File: config.mk
export PLATFORM = sky130hd
export DESIGN_NAME = nibble_serial_adder
export DESIGN_NICKNAME = d
export VERILOG_FILES = /design/src/rtl/adder_pkg.sv /design/src/rtl/nibble_adder_cin.sv /design/src/rtl/nibble_serial_adder.sv
export SDC_FILE = /design/constraint.sdc
export NUM_CORES = 1
export LEC_CHECK = 0
export CAP_MARGIN = 40
export CORE_MARGIN = 8
export CORE_UTILIZATION = 55
export CTS_CLUSTER_SIZE = 20
export DETAILED_ROUTE_END_ITERATION = 12
export GPL_TIMING_DRIVEN = 0
export PLACE_DENSITY = 0.81
export SYNTH_ARGS = -nofsm -noshare
export SYNTH_HDL_FRONTEND = slang
export SYNTH_SLANG_ARGS = --single-unit
File: constraint.sdc
create_clock -name clk -period 4.87 [get_ports clk]
set_input_delay 0.974 -clock clk [delete_from_list [all_inputs] [get_ports clk]]
set_output_delay 0.974 -clock clk [all_outputs]
set_load 0.05 [all_outputs]
File: src/rtl/adder_pkg.sv
// Shared types and constants for the nibble-serial adder.
package adder_pkg;

  typedef enum logic [1:0] {
    IDLE = 2'd0,
    RUN  = 2'd1,
    DONE = 2'd2
  } state_t;

  localparam int NIBBLE_W = 4;

  // Width of the nibble index; at least one bit even for a single nibble.
  function automatic int idx_width(input int nibbles);
    return (nibbles <= 2) ? 1 : $clog2(nibbles);
  endfunction

endpackage

File: src/rtl/nibble_adder_cin.sv
// 4-bit ripple adder slice with carry-in, built from full-adder cells.

module full_adder (
  input  logic a,
  input  logic b,
  input  logic cin,
  output logic s,
  output logic cout
);
  assign s    = a ^ b ^ cin;
  assign cout = (a & b) | (cin & (a ^ b));
endmodule

module nibble_adder_cin
  import adder_pkg::*;
(
  input  logic [NIBBLE_W-1:0] a,
  input  logic [NIBBLE_W-1:0] b,
  input  logic                cin,
  output logic [NIBBLE_W-1:0] sum,
  output logic                cout
);

  logic [NIBBLE_W:0] c;

  assign c[0] = cin;
  assign cout = c[NIBBLE_W];

  for (genvar i = 0; i < NIBBLE_W; i++) begin : g_fa
    full_adder u_fa (
      .a    (a[i]),
      .b    (b[i]),
      .cin  (c[i]),
      .s    (sum[i]),
      .cout (c[i+1])
    );
  end

endmodule

File: src/rtl/nibble_serial_adder.sv
// Multi-cycle WIDTH-bit add/subtract that walks one shared 4-bit slice
// across the operands, least-significant nibble first.
//
// state | meaning
// ------+-----------------------------------------------------------
// IDLE  | start_ready high, waiting for operands
// RUN   | one nibble per cycle through the slice, carry kept in carry_reg
// DONE  | res_valid high, result held until the consumer takes it

module nibble_serial_adder
  import adder_pkg::*;
#(
  parameter int WIDTH = 16
) (
  input  logic             clk,
  input  logic             rst_n,
  input  logic             start_valid,
  output logic             start_ready,
  input  logic [WIDTH-1:0] op_a,
  input  logic [WIDTH-1:0] op_b,
  input  logic             sub,
  output logic             res_valid,
  input  logic             res_ready,
  output logic [WIDTH-1:0] result,
  output logic             carryout,
  output logic             overflow
);

  localparam int NIBBLES = WIDTH / NIBBLE_W;
  localparam int IDX_W   = idx_width(NIBBLES);
  localparam logic [IDX_W-1:0] LAST_IDX = IDX_W'(NIBBLES - 1);

  state_t             state;
  logic [WIDTH-1:0]   a_reg;
  logic [WIDTH-1:0]   b_reg;
  logic               carry_reg;
  logic [IDX_W-1:0]   idx;

  // Bit offset of the current nibble; the two zero bits multiply by NIBBLE_W.
  logic [IDX_W+1:0]    nib_lsb;
  logic [NIBBLE_W-1:0] a_nib;
  logic [NIBBLE_W-1:0] b_nib;
  logic [NIBBLE_W-1:0] slice_sum;
  logic                slice_cout;

  assign nib_lsb = {idx, 2'b00};
  assign a_nib   = a_reg[nib_lsb +: NIBBLE_W];
  assign b_nib   = b_reg[nib_lsb +: NIBBLE_W];

  nibble_adder_cin u_slice (
    .a    (a_nib),
    .b    (b_nib),
    .cin  (carry_reg),
    .sum  (slice_sum),
    .cout (slice_cout)
  );

  // Controller: sequences nibbles through the slice and owns all registered outputs.
  always_ff @(posedge clk) begin
    if (!rst_n) begin
      state       <= IDLE;
      start_ready <= 1'b0;
      res_valid   <= 1'b0;
      result      <= '0;
      carryout    <= 1'b0;
      overflow    <= 1'b0;
      a_reg       <= '0;
      b_reg       <= '0;
      carry_reg   <= 1'b0;
      idx         <= '0;
    end else begin
      case (state)
        IDLE: begin
          start_ready <= 1'b1;
          if (start_valid && start_ready) begin
            // Subtraction is folded in here as a + ~b + 1.
            a_reg       <= op_a;
            b_reg       <= sub ? ~op_b : op_b;
            carry_reg   <= sub;
            idx         <= '0;
            result      <= '0;
            carryout    <= 1'b0;
            overflow    <= 1'b0;
            start_ready <= 1'b0;
            state       <= RUN;
          end
        end
        RUN: begin
          result[nib_lsb +: NIBBLE_W] <= slice_sum;
          carry_reg                   <= slice_cout;
          if (idx == LAST_IDX) begin
            carryout  <= slice_cout;
            overflow  <= (a_reg[WIDTH-1] == b_reg[WIDTH-1]) &&
                         (slice_sum[NIBBLE_W-1] != a_reg[WIDTH-1]);
            res_valid <= 1'b1;
            state     <= DONE;
          end else begin
            idx <= idx + 1'b1;
          end
        end
        DONE: begin
          // start_ready rises together with the return to IDLE, never while res_valid is high.
          if (res_ready) begin
            res_valid   <= 1'b0;
            start_ready <= 1'b1;
            state       <= IDLE;
          end
        end
        default: begin
          state       <= IDLE;
          start_ready <= 1'b0;
          res_valid   <= 1'b0;
        end
      endcase
    end
  end

endmodule

### Word level (Yosys, flattened, before mapping)

Cells that the tools add are included.

* add/sub/neg operators: 2
* equality and inequality tests: 9
* shift operators: 4
* muxes and demuxes: 24
* bitwise gates (word level): 23
* reductions and logical operators: 11

Operators by type and width (number)
* 16-bit 2-to-1 mux: 2
* 16-bit case mux with 2 select lines: 1
* 16-bit by 5-bit variable part select with 4-bit output: 2
* 16-bit bitwise mux: 1
* 16-bit NOT: 1
* 4-bit by 6-bit variable shift with 16-bit output (first input constant): 1
* 4-bit by 6-bit variable part select with 16-bit output: 1
* 3-bit AND reduction: 4
* 2-bit 2-to-1 mux: 5
* 1-bit AND: 8
* 1-bit 2-to-1 mux: 8
* 2-bit != test (second input constant): 4
* 1-bit XOR: 8
* 4-bit negation with 6-bit output: 1
* 1-bit case mux with 2 select lines: 3
* 1-bit case mux with 3 select lines: 2
* 2-bit case mux with 3 select lines: 1
* 2-bit AND reduction: 3
* 2-bit equality test (second input constant): 2
* 1-bit bitwise OR: 4
* 2-bit case mux with 2 select lines: 1
* 2-bit by 1-bit adder with 2-bit output (second input constant): 1
* 2-bit by 1-bit equality test with 1-bit output (second input constant): 1
* 1-bit logical AND: 2
* 5 further kinds: 6

* flip-flop bits (word level): 57
* output and inout bits: 20
* logic and storage cells: 83

### Logic depth before layout (Yosys ltp)

Gate-level depths: netlist of the first run.

* depth after elaboration: 13
* mapped depth: 13

### By module

From an unflattened synthesis of the first run, not the netlist that was laid out.

* cell total of the unflattened synthesis: 282
* area, all modules: 2730.1 sq um

By module, submodules not included
* nibble_serial_adder: instances 1, cells an instance 278, area an instance 2650.0 sq um, sequential area each 1141.1 sq um
* full_adder: instances 4, cells an instance 1, area an instance 20.0 sq um, sequential area each 0.0 sq um

### Least setup slack after synthesis of the first run

No wires, ideal clock.

* path kind: register to register
* start: register idx[0]
* end: register overflow
* library setup time: 0.121 ns
* arrival: 2.895 ns
* required time: 4.749 ns
* setup slack: 1.854 ns
* stages on the path, launching flop included: 14
* buffers on the path: 1
* clock period less this slack: 3.016 ns
* cell sequence: dfxtp_1 > buf_4 > mux4_2 > inv_1 > fa_1 > inv_1 > fa_1 > inv_1 > fa_1 > inv_1 > fa_1 > and3b_1 > a21oi_1 > o22ai_1

* cells in the longest elaborated chain, start to end: 13
* elaborated cells between the ends (all ways): 23
* classes of those cells: eq/ne (3); shift (2); mux (2); bitwise (14); reduce/logical (2)

Ends and longest elaborated chain
* from (decl): line nibble_serial_adder.sv:37 `logic [IDX_W-1:0] idx;`
* from (signal assigned): line nibble_serial_adder.sv:98 `idx <= idx + 1'b1;`
* 16-bit by 5-bit variable part select with 4-bit output (on tied branches): line nibble_serial_adder.sv:47, nibble_serial_adder.sv:48
* 1-bit XOR: line nibble_adder_cin.sv:11 `assign cout = (a & b) | (cin & (a ^ b));`
* 1-bit AND: line nibble_adder_cin.sv:11
* 1-bit bitwise OR: line nibble_adder_cin.sv:11
* 1-bit AND: line nibble_adder_cin.sv:11
* 1-bit bitwise OR: line nibble_adder_cin.sv:11
* 1-bit AND: line nibble_adder_cin.sv:11
* 1-bit bitwise OR: line nibble_adder_cin.sv:11
* 1-bit XOR: line nibble_adder_cin.sv:10 `assign s = a ^ b ^ cin;`
* 1-bit != test: line nibble_serial_adder.sv:94 `(slice_sum[NIBBLE_W-1] != a_reg[WIDTH-1]);`
* 1-bit logical AND: line nibble_serial_adder.sv:93 `overflow <= (a_reg[WIDTH-1] == b_reg[WIDTH-1]) &&`
* 1-bit 2-to-1 mux: line nibble_serial_adder.sv:91 `if (idx == LAST_IDX) begin`
* 1-bit case mux with 2 select lines: line nibble_serial_adder.sv:72 `case (state)`
* to (signal assigned): line nibble_serial_adder.sv:93
* to (decl): line nibble_serial_adder.sv:26 `output logic overflow`

Parallel ways exist; a longest one is shown, timed or not. The select of a mux whose other input is x is not followed.
A chain may end at the register's enable or synchronous reset.

### Worst setup path in the final report of the first run

Same ends and word-level chain as after synthesis.

==> flow_summary_export.csv, run 1 <==
group,metric,value,unit
outcome,status,"finished clean",
floorplan,die-area,7530,sq um
clock_tree,cts_buffer_depth,2,
timing,fin_crit,3.35,ns
global_routing,grt_antenna_before_repair,0,
finish,final_common_cell,"nand2_1",
finish,syn_to_final_growth,28.9,%
worst_setup_path,crit_path_start_kind,"flip-flop",
timing,final-hold-violation-count,0,
place,place.gp.congestion,0.803,
floorplan,coreArea,4790,sq um
worst_setup_path,crit_cells,13,
timing,timing.fmax,0.298,GHz
logic_synthesis,ys_async_sr_fraction,0,%
finish,nets,385,
timing,fin_hold_ws,0.450,ns
global_routing,overflow,0,
drt,wl_per_cell,15.6,um
logic_synthesis,synthDistinctLibCells,39,
logic_synthesis,netlist_area,2750,sq um
logic_synthesis,synth_seq_cells,57,
power_and_ir_drop,power_switching,281,uW
worst_setup_path,cp-end-kind,"flip-flop",
clock_tree,cts-root-buf,"clkbuf_8",
logic_synthesis,synthCells,274,
floorplan,dieHeight,86.8,um
finish,stdcell_count,411,
logic_synthesis,synth_adder_area_share,4.73,%
power_and_ir_drop,internal_power,772,uW
logic_synthesis,synthXorXnorAreaFrac,5.09,%
logic_synthesis,ys_seq_area_share,41.4,%
finish,n_antenna_cell,0,
timing,skew,0.00542,ns
timing,setup_viol,0,
worst_setup_path,arrival,3.57,ns
drt,drt_iter0_drc,92,
timing,fin_crit_sh,68.9,%
global_routing,grt_pass1_wl,10600,um
place,placed_cells,396,
logic_synthesis,synthMuxAreaShare,6.54,%
hold_path,hp-class,"reg2reg",
timing,rsz0062_at_grt,"no",
drt,final_antenna_net_count,0,
worst_setup_path,r2r_cells,13,
worst_setup_path,critPathKind,"reg2reg",
logic_synthesis,synthFlopType,"dfxtp_1",
worst_setup_path,path_cells,"buf_4, mux4_2, inv_1, fa_1, inv_1, fa_1, inv_1, fa_1, inv_1, fa_1, and3b_1, a21oi_1, o22ai_1",
floorplan,pin_count,57,
global_routing,grt_pass1_vias,2272,
clock_tree,cts-buffers-inserted,9,
run,maxCapViolCount,0,
worst_setup_path,cp-endpoint,"overflow",
clock_tree,cts_tree,"built",
power_and_ir_drop,combinationalPowerShare,17.0,%
power_and_ir_drop,pwr-share-seq,47.6,%
worst_setup_path,r2r-start,"idx[0]",
power_and_ir_drop,clock_power_share,35.3,%
clock_tree,clk_latency,0.32,ns
clock_tree,cts_hold_buf,0,
drt,top_layer_used,"met4",
logic_synthesis,syn_area_per_cell,10.1,sq um
logic_synthesis,synth_compound_area_share,18.1,%
power_and_ir_drop,powerDensity,297,nW/um^2
drt,vias_per_cell,5.40,
power_and_ir_drop,ir_worst_vdd,0.000207,V
clock_tree,htree_levels,3,
finish,drive_gt1_share,12.5,%
worst_setup_path,critPathBufInv,5,
drt,totalWireLength,6420,um
drt,drc,0,
floorplan,die_w,86.8,um
worst_setup_path,regToRegEndpoint,"overflow",
timing,max-slew-margin-rel,61.3,%
logic_synthesis,synth_warnings,0,
logic_synthesis,synth_top_family_by_area,"compound AO/OA/AOI/OAI gates",
global_routing,grt_usage,18.0,%
timing,tightestPinTransition,0.581,ns
power_and_ir_drop,swShare,26.7,%
worst_setup_path,critPathSlowestCell,"fa_1",
worst_setup_path,crit_family,"adder cells",
clock_tree,path_clk_slew,0.06,ns
drt,m1WireLength,2740,um
clock_tree,cts.sinks,57,
drt,vias,2221,
worst_setup_path,slowest_delay,0.64,ns
drt,wl_met2,3270,um
clock_tree,post_cts_buffers,0,
floorplan,start_util,57.5,%
logic_synthesis,synth_fp_nets,319,
global_routing,grt_max_degree,11,
timing,slew_viol_final,0,
place,io_buffer_count,55,
worst_setup_path,cp.required,5.08,ns
drt,detail_route.first_pass.iterations,4,
worst_setup_path,path_max_fanout,10,
drt,dr_wl_met3,358,um
finish,final_cell_mix,"60 x nand2_1, 57 x dfxtp_1, 55 x clkdlybuf4s50_1",
clock_tree,cts_resized,0,
floorplan,rows,25,
worst_setup_path,reg2reg_slack,1.52,ns
logic_synthesis,synth_edf_count,0,
timing,tns,0,ns
logic_synthesis,synthSimpleGateAreaFrac,17.7,%
worst_setup_path,cp-startpoint,"idx[0]",
place,dpl.hpwl,4800,um
power_and_ir_drop,power.leakage,0.00151,uW
hold_path,min_path_cells,2,
==> cells by family (layout without fill, tap and decap cells) <==
group / count (synthesis) / in the layout
adder cells (fa/ha/maj): 8 / 8
AND/OR/NAND/NOR: 95 / 95
multiplexers: 8 / 8
XOR/XNOR: 16 / 16
flip-flops: 57 / 57
AO/OA/AOI/OAI: 60 / 60
buffers and inverters: 30 / 100
==> tightest hold or removal path, cell delays in order, from the launching register on <==
cell	delay, ns
dfxtp_1	0.30
nand2_1	0.05
a21boi_1	0.05
==> power groups by stage <==
stage / clock (uW) / sequential, uW / combinational (uW)
after floorplan: 0 / 514 / 112
after global placement: 0 / 511 / 178
after detailed placement: 0 / 512 / 180
after CTS: 376 / 501 / 181
after global routing: 402 / 504 / 196
final: 372 / 502 / 180
==> per-stage QoR <==
step,power [uW],setup WS [ns],util (%),cell area (sq um)
after global routing,1100,1.30,74.2,3550
final,1050,1.52,74.2,3550
after global placement,688,1.55,70.8,3390
after detailed placement,692,1.50,70.8,3390
after floorplan,626,1.85,-,2750
after CTS,1060,1.48,74.2,3550
==> layer usage <==
| metal | vias to the layer above | track usage [%] |
|---|---|---|
| li1 | 1094 | - |
| met3 | 6 | 4.73 |
| met5 | - | 0 |
| met4 | 0 | 7.04 |
| met2 | 60 | 30.4 |
| met1 | 1061 | 21.1 |
==> worst min path at each step <==
stage / from / endpoint / slack [ns]
floorplan: a_reg[10] / a_reg[10] / 0.43
global placement: a_reg[12] / a_reg[12] / 0.44
detailed placement: a_reg[3] / a_reg[3] / 0.45
CTS: a_reg[13] / a_reg[13] / 0.45
global route: a_reg[13] / a_reg[13] / 0.48
finish: a_reg[11] / a_reg[11] / 0.45
==> cell type report <==
| type | instances | area, sq um |
|---|---|---|
| sequential | 57 | 1140 |
| inverter | 10 | 37.5 |
| tap | 67 | 83.8 |
| fill | 360 | 1240 |
| buffer | 20 | 140 |
| clock buffer | 11 | 141 |
| clock inverter | 4 | 20.0 |
| timing repair buffer | 55 | 551 |
| multi-input combinational | 187 | 1440 |
==> synthesized netlist by cell type (2+ instances only) <==
master / instances / share of area, %
nand4_1: 4 / 0.91
and3_1: 2 / 0.45
a22o_1: 6 / 1.9
and4_1: 2 / 0.64
dfxtp_1: 57 / 41
o2bb2ai_1: 7 / 2.2
buf_6: 6 / 2.5
nand3b_4: 2 / 1.5
and3b_1: 2 / 0.64
mux4_2: 8 / 6.5
buf_2: 7 / 1.3
a31o_2: 3 / 0.95
and2_1: 4 / 0.91
nor2_1: 5 / 0.68
a21oi_1: 2 / 0.36
clkbuf_1: 3 / 0.41
fa_1: 4 / 2.9
o22ai_1: 4 / 0.91
o211a_1: 16 / 5.8
nand2_1: 60 / 8.2
o21ai_1: 2 / 0.36
or3b_1: 2 / 0.64
buf_4: 3 / 0.82
xnor2_1: 16 / 5.1
a21boi_1: 16 / 4.4
ha_1: 4 / 1.8
inv_1: 10 / 1.4
a32o_1: 2 / 0.73
nand3_1: 5 / 0.91
Note: power is estimated with default switching activity, not from simulation.
==> run 2: changes to the inputs <==
CORE_UTILIZATION = 51   (was 55)
PLACE_DENSITY = 0.76   (was 0.81)
clock period = 3.4 ns   (was 4.87 ns; I/O delays follow)
==> run 2 against run 1 <==
Against the previous run:
- critical path depth did not move
- worst hold slack better by 0.0066 ns
- highest routed layer unchanged
- worst setup slack got worse by 1.3 ns
- clock power increased by 51%
- via count increased by 0.68%
- critical path type unchanged
- non-clock buffer count is the same
==> flow_summary_export.csv, run 2 (synthesis gave the netlist of run 1 again) <==
group,metric,value,unit
outcome,status,"finished clean",
worst_setup_path,arrival,3.41,ns
worst_setup_path,critPathKind,"reg2reg",
global_routing,grt_pass1_wl,11200,um
hold_path,min_path_cells,2,
floorplan,die_w,89.5,um
finish,nets,385,
clock_tree,cts_buffer_depth,2,
worst_setup_path,crit_top_cell,"inv_1",
floorplan,start_util,53.2,%
global_routing,busiest_layer,"met2",
clock_tree,path_clk_slew,0.07,ns
worst_setup_path,path_cells,"buf_6, mux4_2, inv_1, fa_1, inv_1, fa_1, inv_1, fa_1, inv_1, fa_2, and3b_1, a21oi_1, o22ai_1",
place,place.gp.congestion,0.825,
hold_path,hp-class,"reg2reg",
drt,vias_per_cell,5.39,
clock_tree,cts-buffers-inserted,9,
clock_tree,cts-root-buf,"clkbuf_8",
timing,slew_viol_final,0,
drt,vias,2236,
timing,final-hold-violation-count,0,
floorplan,dieHeight,89.5,um
power_and_ir_drop,power.leakage,0.00151,uW
timing,skew,0.00876,ns
power_and_ir_drop,finalPower,1540,uW
clock_tree,cts_tree,"built",
global_routing,overflow,0,
timing,fin_crit_sh,93.4,%
drt,drt_iter0_drc,105,
global_routing,use_met3,5.33,%
timing,tns,0,ns
worst_setup_path,crit_path_start_kind,"flip-flop",
floorplan,coreArea,5170,sq um
worst_setup_path,r2r_cells,13,
global_routing,grt_pass1_vias,2347,
worst_setup_path,reg2reg_slack,0.22,ns
timing,setup_viol,0,
finish,final_cell_mix,"60 x nand2_1, 56 x dfxtp_1, 55 x clkdlybuf4s50_1",
power_and_ir_drop,ir_worst_vdd,0.000342,V
drt,totalWireLength,6600,um
timing,rsz0062_at_grt,"no",
worst_setup_path,cp-end-kind,"flip-flop",
worst_setup_path,slowest_delay,0.60,ns
timing,timing.fmax,0.315,GHz
worst_setup_path,crit_family,"adder cells",
worst_setup_path,critPathSlowestCell,"fa_2",
floorplan,pin_count,57,
global_routing,grtUsageMet2,32.4,%
drt,drc,0,
worst_setup_path,crit_cells,13,
clock_tree,cts.sinks,57,
timing,fin_hold_ws,0.456,ns
timing,max-slew-margin-rel,65.8,%
drt,final_antenna_net_count,0,
drt,detail_route.first_pass.iterations,4,
worst_setup_path,path_max_fanout,10,
global_routing,grt_antenna_before_repair,0,
finish,final_common_cell,"nand2_1",
finish,drive_gt1_share,13.3,%
global_routing,grtUsageMet1,20.0,%
floorplan,rows,26,
finish,n_antenna_cell,0,
hold_path,hold_path_end,"a_reg[4]",
floorplan,die-area,8010,sq um
worst_setup_path,regToRegEndpoint,"overflow",
place,io_buffer_count,55,
finish,syn_to_final_growth,29.8,%
timing,tightestPinTransition,0.511,ns
global_routing,grt_max_degree,11,
power_and_ir_drop,powerDensity,431,nW/um^2
drt,wl_per_cell,15.9,um
timing,fin_crit,3.18,ns
place,dpl.hpwl,4900,um
worst_setup_path,cp.required,3.63,ns
hold_path,min_from,"a_reg[4]",
worst_setup_path,r2r-start,"idx[0]",
clock_tree,htree_levels,3,
run,maxCapViolCount,0,
worst_setup_path,critPathBufInv,5,
clock_tree,clk_latency,0.35,ns
global_routing,grt_usage,18.7,%
run 2: worst max-delay path by stage:
stage | from | end | slack [ns]
finish | idx[0] | overflow | 0.22
global route | idx[0] | overflow | 0.06
global placement | idx[1] | overflow | 0.04
CTS | idx[0] | overflow | 0.06
detailed placement | idx[1] | overflow | 0.008
floorplan | idx[0] | overflow | 0.38
run 2: power by group:
part / total, uW / internal, uW / switching [uW]
sequential: 719 / 699 / 19.1
clock: 563 / 300 / 263
combinational: 259 / 133 / 127
run 2: worst reg2reg max path, delay by kind of cell, from the launching register on:
family	cells	cell delay, ns
buffers and inverters	5	0.47
and+or+nand+nor	1	0.19
muxes	1	0.52
AOI/OAI and AO/OA	2	0.22
adders and majority gates	4	1.27
DFF	1	0.39
run 2: cell type report:
class	count	area, sq um
well taps	70	87.6
multi-input cells	187	1440
inverters	10	37.5
flip-flops and latches	57	1140
plain buffers	20	145
clock inverters	3	15.0
fillers	415	1600
repair buffers	55	551
clock buffers	13	159
run 2: metrics by stage:
| step | std cells | area, sq um | util [%] | worst slack (ns) |
|---|---|---|---|---|
| after floorplan | 274 | 2750 | - | 0.384 |
| after global placement | 399 | 3390 | 65.6 | 0.0447 |
| after detailed placement | 399 | 3390 | 65.6 | 0.00845 |
| after CTS | 415 | 3570 | 69.0 | 0.0584 |
| after global routing | 415 | 3570 | 69.1 | 0.0586 |
| final | 415 | 3570 | 69.1 | 0.225 |
run 2: layer usage:
metal / share of wire [%] / vias up / wire length (um)
met5: 0 / - / 0
met4: 1.4 / 0 / 95
met1: 41 / 1061 / 2710
met3: 7.4 / 12 / 486
met2: 50 / 66 / 3300
li1: - / 1097 / -
run 2: repair_timing:
action                                  4_1_cts  5_1_grt
setup buffers                                 0        0
endpoints found under the setup margin        1        1
gates cloned                                  0        0
hold buffers                                  0        0
gates resized for setup                       1        3
==> run 3: changes to the inputs <==
RECOVER_POWER = 25   (was default)
==> run 3 against run 2 <==
Against the previous run:
- fmax decreased by 0.71%
- worst hold slack improved by 0.0090 ns
- sequential cell count unchanged
- clock power decreased by 0.7%
- critical endpoint unchanged
==> flow_summary_export.csv, run 3 (synthesis gave the netlist of run 1 again) <==
group,metric,value,unit
hold_path,hp-class,"reg2reg",
power_and_ir_drop,internal_power,1130,uW
drt,drc,0,
power_and_ir_drop,power_switching,403,uW
timing,tns,0,ns
timing,fin_crit,3.20,ns
floorplan,die_w,89.5,um
timing,rsz0062_at_grt,"no",
worst_setup_path,critPathKind,"reg2reg",
clock_tree,cts_tree,"built",
power_and_ir_drop,powerDensity,429,nW/um^2
drt,totalWireLength,6500,um
finish,fillers,417,
power_and_ir_drop,pwr-share-seq,46.8,%
global_routing,overflow,0,
finish,final_cell_mix,"60 x nand2_1, 56 x dfxtp_1, 54 x clkdlybuf4s50_1",
place,dpl.hpwl,4900,um
global_routing,grt_max_degree,11,
finish,final_common_cell,"nand2_1",
power_and_ir_drop,ir_worst_vdd,0.000341,V
clock_tree,cts_buffer_depth,2,
place,place.gp.congestion,0.825,
clock_tree,htree_levels,3,
global_routing,grt_usage,18.7,%
global_routing,grtUsageMet2,32.4,%
worst_setup_path,cp.required,3.62,ns
floorplan,dieHeight,89.5,um
run,maxCapViolCount,0,
worst_setup_path,cp-end-kind,"flip-flop",
worst_setup_path,crit_top_cell,"inv_1",
floorplan,pin_count,57,
clock_tree,cts.sinks,57,
timing,tightestPinTransition,0.511,ns
global_routing,grtUsageMet1,20.0,%
finish,n_antenna_cell,0,
timing,max-slew-margin-rel,65.8,%
finish,syn_to_final_growth,29.7,%
finish,post-route-util,69.1,%
floorplan,start_util,53.2,%
global_routing,grt_pass1_vias,2347,
worst_setup_path,slowest_delay,0.60,ns
clock_tree,cts-root-buf,"clkbuf_8",
worst_setup_path,arrival,3.42,ns
worst_setup_path,crit_path_start_kind,"flip-flop",
clock_tree,clk_latency,0.34,ns
floorplan,rows,26,
floorplan,coreArea,5170,sq um
worst_setup_path,r2r_cells,13,
drt,detail_route.first_pass.iterations,4,
power_and_ir_drop,swShare,26.3,%
timing,setup_viol,0,
outcome,status,"finished clean",
clock_tree,post_cts_buffers,0,
drt,wl_per_cell,15.7,um
timing,final-hold-violation-count,0,
global_routing,busiest_layer,"met2",
clock_tree,cts-buffers-inserted,9,
floorplan,die-area,8010,sq um
timing,timing.fmax,0.313,GHz
power_and_ir_drop,clock_power_share,36.5,%
hold_path,min_path_cells,2,
power_and_ir_drop,combinationalPowerShare,16.7,%
worst_setup_path,critPathSlowestCell,"fa_2",
drt,drt_iter0_drc,99,
finish,nets,385,
worst_setup_path,path_cells,"buf_6, mux4_2, inv_1, fa_1, inv_1, fa_1, inv_1, fa_1, inv_1, fa_2, and3b_1, a21oi_1, o22ai_1",
worst_setup_path,path_max_fanout,10,
drt,vias,2257,
global_routing,grt_antenna_before_repair,0,
timing,fin_crit_sh,94.1,%
clock_tree,path_clk_slew,0.07,ns
global_routing,use_met3,5.33,%
global_routing,grt_pass1_wl,11200,um
timing,slew_viol_final,0,
drt,vias_per_cell,5.44,
clock_tree,cts_hold_buf,0,
timing,skew,0.00965,ns
place,io_buffer_count,55,
drt,final_antenna_net_count,0,
power_and_ir_drop,power.leakage,0.00150,uW
finish,drive_gt1_share,12.8,%
## run 3: cell count changes in the layout (fill, tap and decap cells not counted)
cell | before | now
and2_0 | 0 | 1
dlygate4sd3_1 | 0 | 1
clkbuf_1 | 4 | 6
clkdlybuf4s50_1 | 55 | 54
a21boi_1 | 16 | 1
a21boi_0 | 1 | 16
and2_1 | 4 | 3
buf_2 | 7 | 5
## run 3: path summary, 6_finish.rpt
path | slack (ns) | to | from
setup / recovery | 0.20 | overflow | idx[0]
hold / removal | 0.47 | a_reg[5] | a_reg[5]
setup reg to reg | 0.20 | overflow | idx[0]
hold reg to reg | 0.47 | a_reg[5] | a_reg[5]
## run 3: critical path, delay by kind of cell, from the launching register on
family | cells | cell delay [ns]
adders and majority gates | 4 | 1.26
muxes | 1 | 0.53
buffers and inverters | 5 | 0.46
DFF | 1 | 0.39
AOI/OAI and AO/OA | 2 | 0.25
and+or+nand+nor | 1 | 0.19
## run 3: layer usage
layer / vias up / routed length, um
met2: 81 / 3270
met5: - / 0
met4: 0 / 141
li1: 1101 / -
met3: 12 / 452
met1: 1063 / 2640
## run 3: through the flow
step                cells  power [uW]  setup slack (ns)  cell area (sq um)  hold WS (ns)
floorplan             274         897             0.384               2750         0.432
global placement      399         986            0.0447               3390         0.439
detailed placement    399         991           0.00845               3390         0.448
CTS                   415        1550            0.0584               3570         0.456
global route          415        1610            0.0586               3570         0.487
finish                415        1530             0.202               3570         0.465
## run 3: layout make-up
class                   count  area [sq um]  area share, %
flip-flops and latches     57          1140           32.0
plain buffers              20           143           3.99
clock inverters             3          15.0          0.420
multi-input cells         187          1440           40.2
well taps                  70          87.6           2.45
clock buffers              13           159           4.45
inverters                  10          37.5           1.05
repair buffers             55           551           15.4
## run 3: repair_timing
| action | CTS | global route |
|---|---|---|
| resized for setup | 1 | 3 |
| setup endpoints to repair | 1 | 1 |
| pin swaps | 0 | 0 |
## run 3: power groups by stage
stage / Sequential (uW) / Clock (uW) / Combinational [uW]
floorplan: 737 / 0 / 160
global placement: 732 / 0 / 254
detailed placement: 733 / 0 / 259
CTS: 718 / 574 / 259
global route: 723 / 606 / 282
finish: 719 / 559 / 256
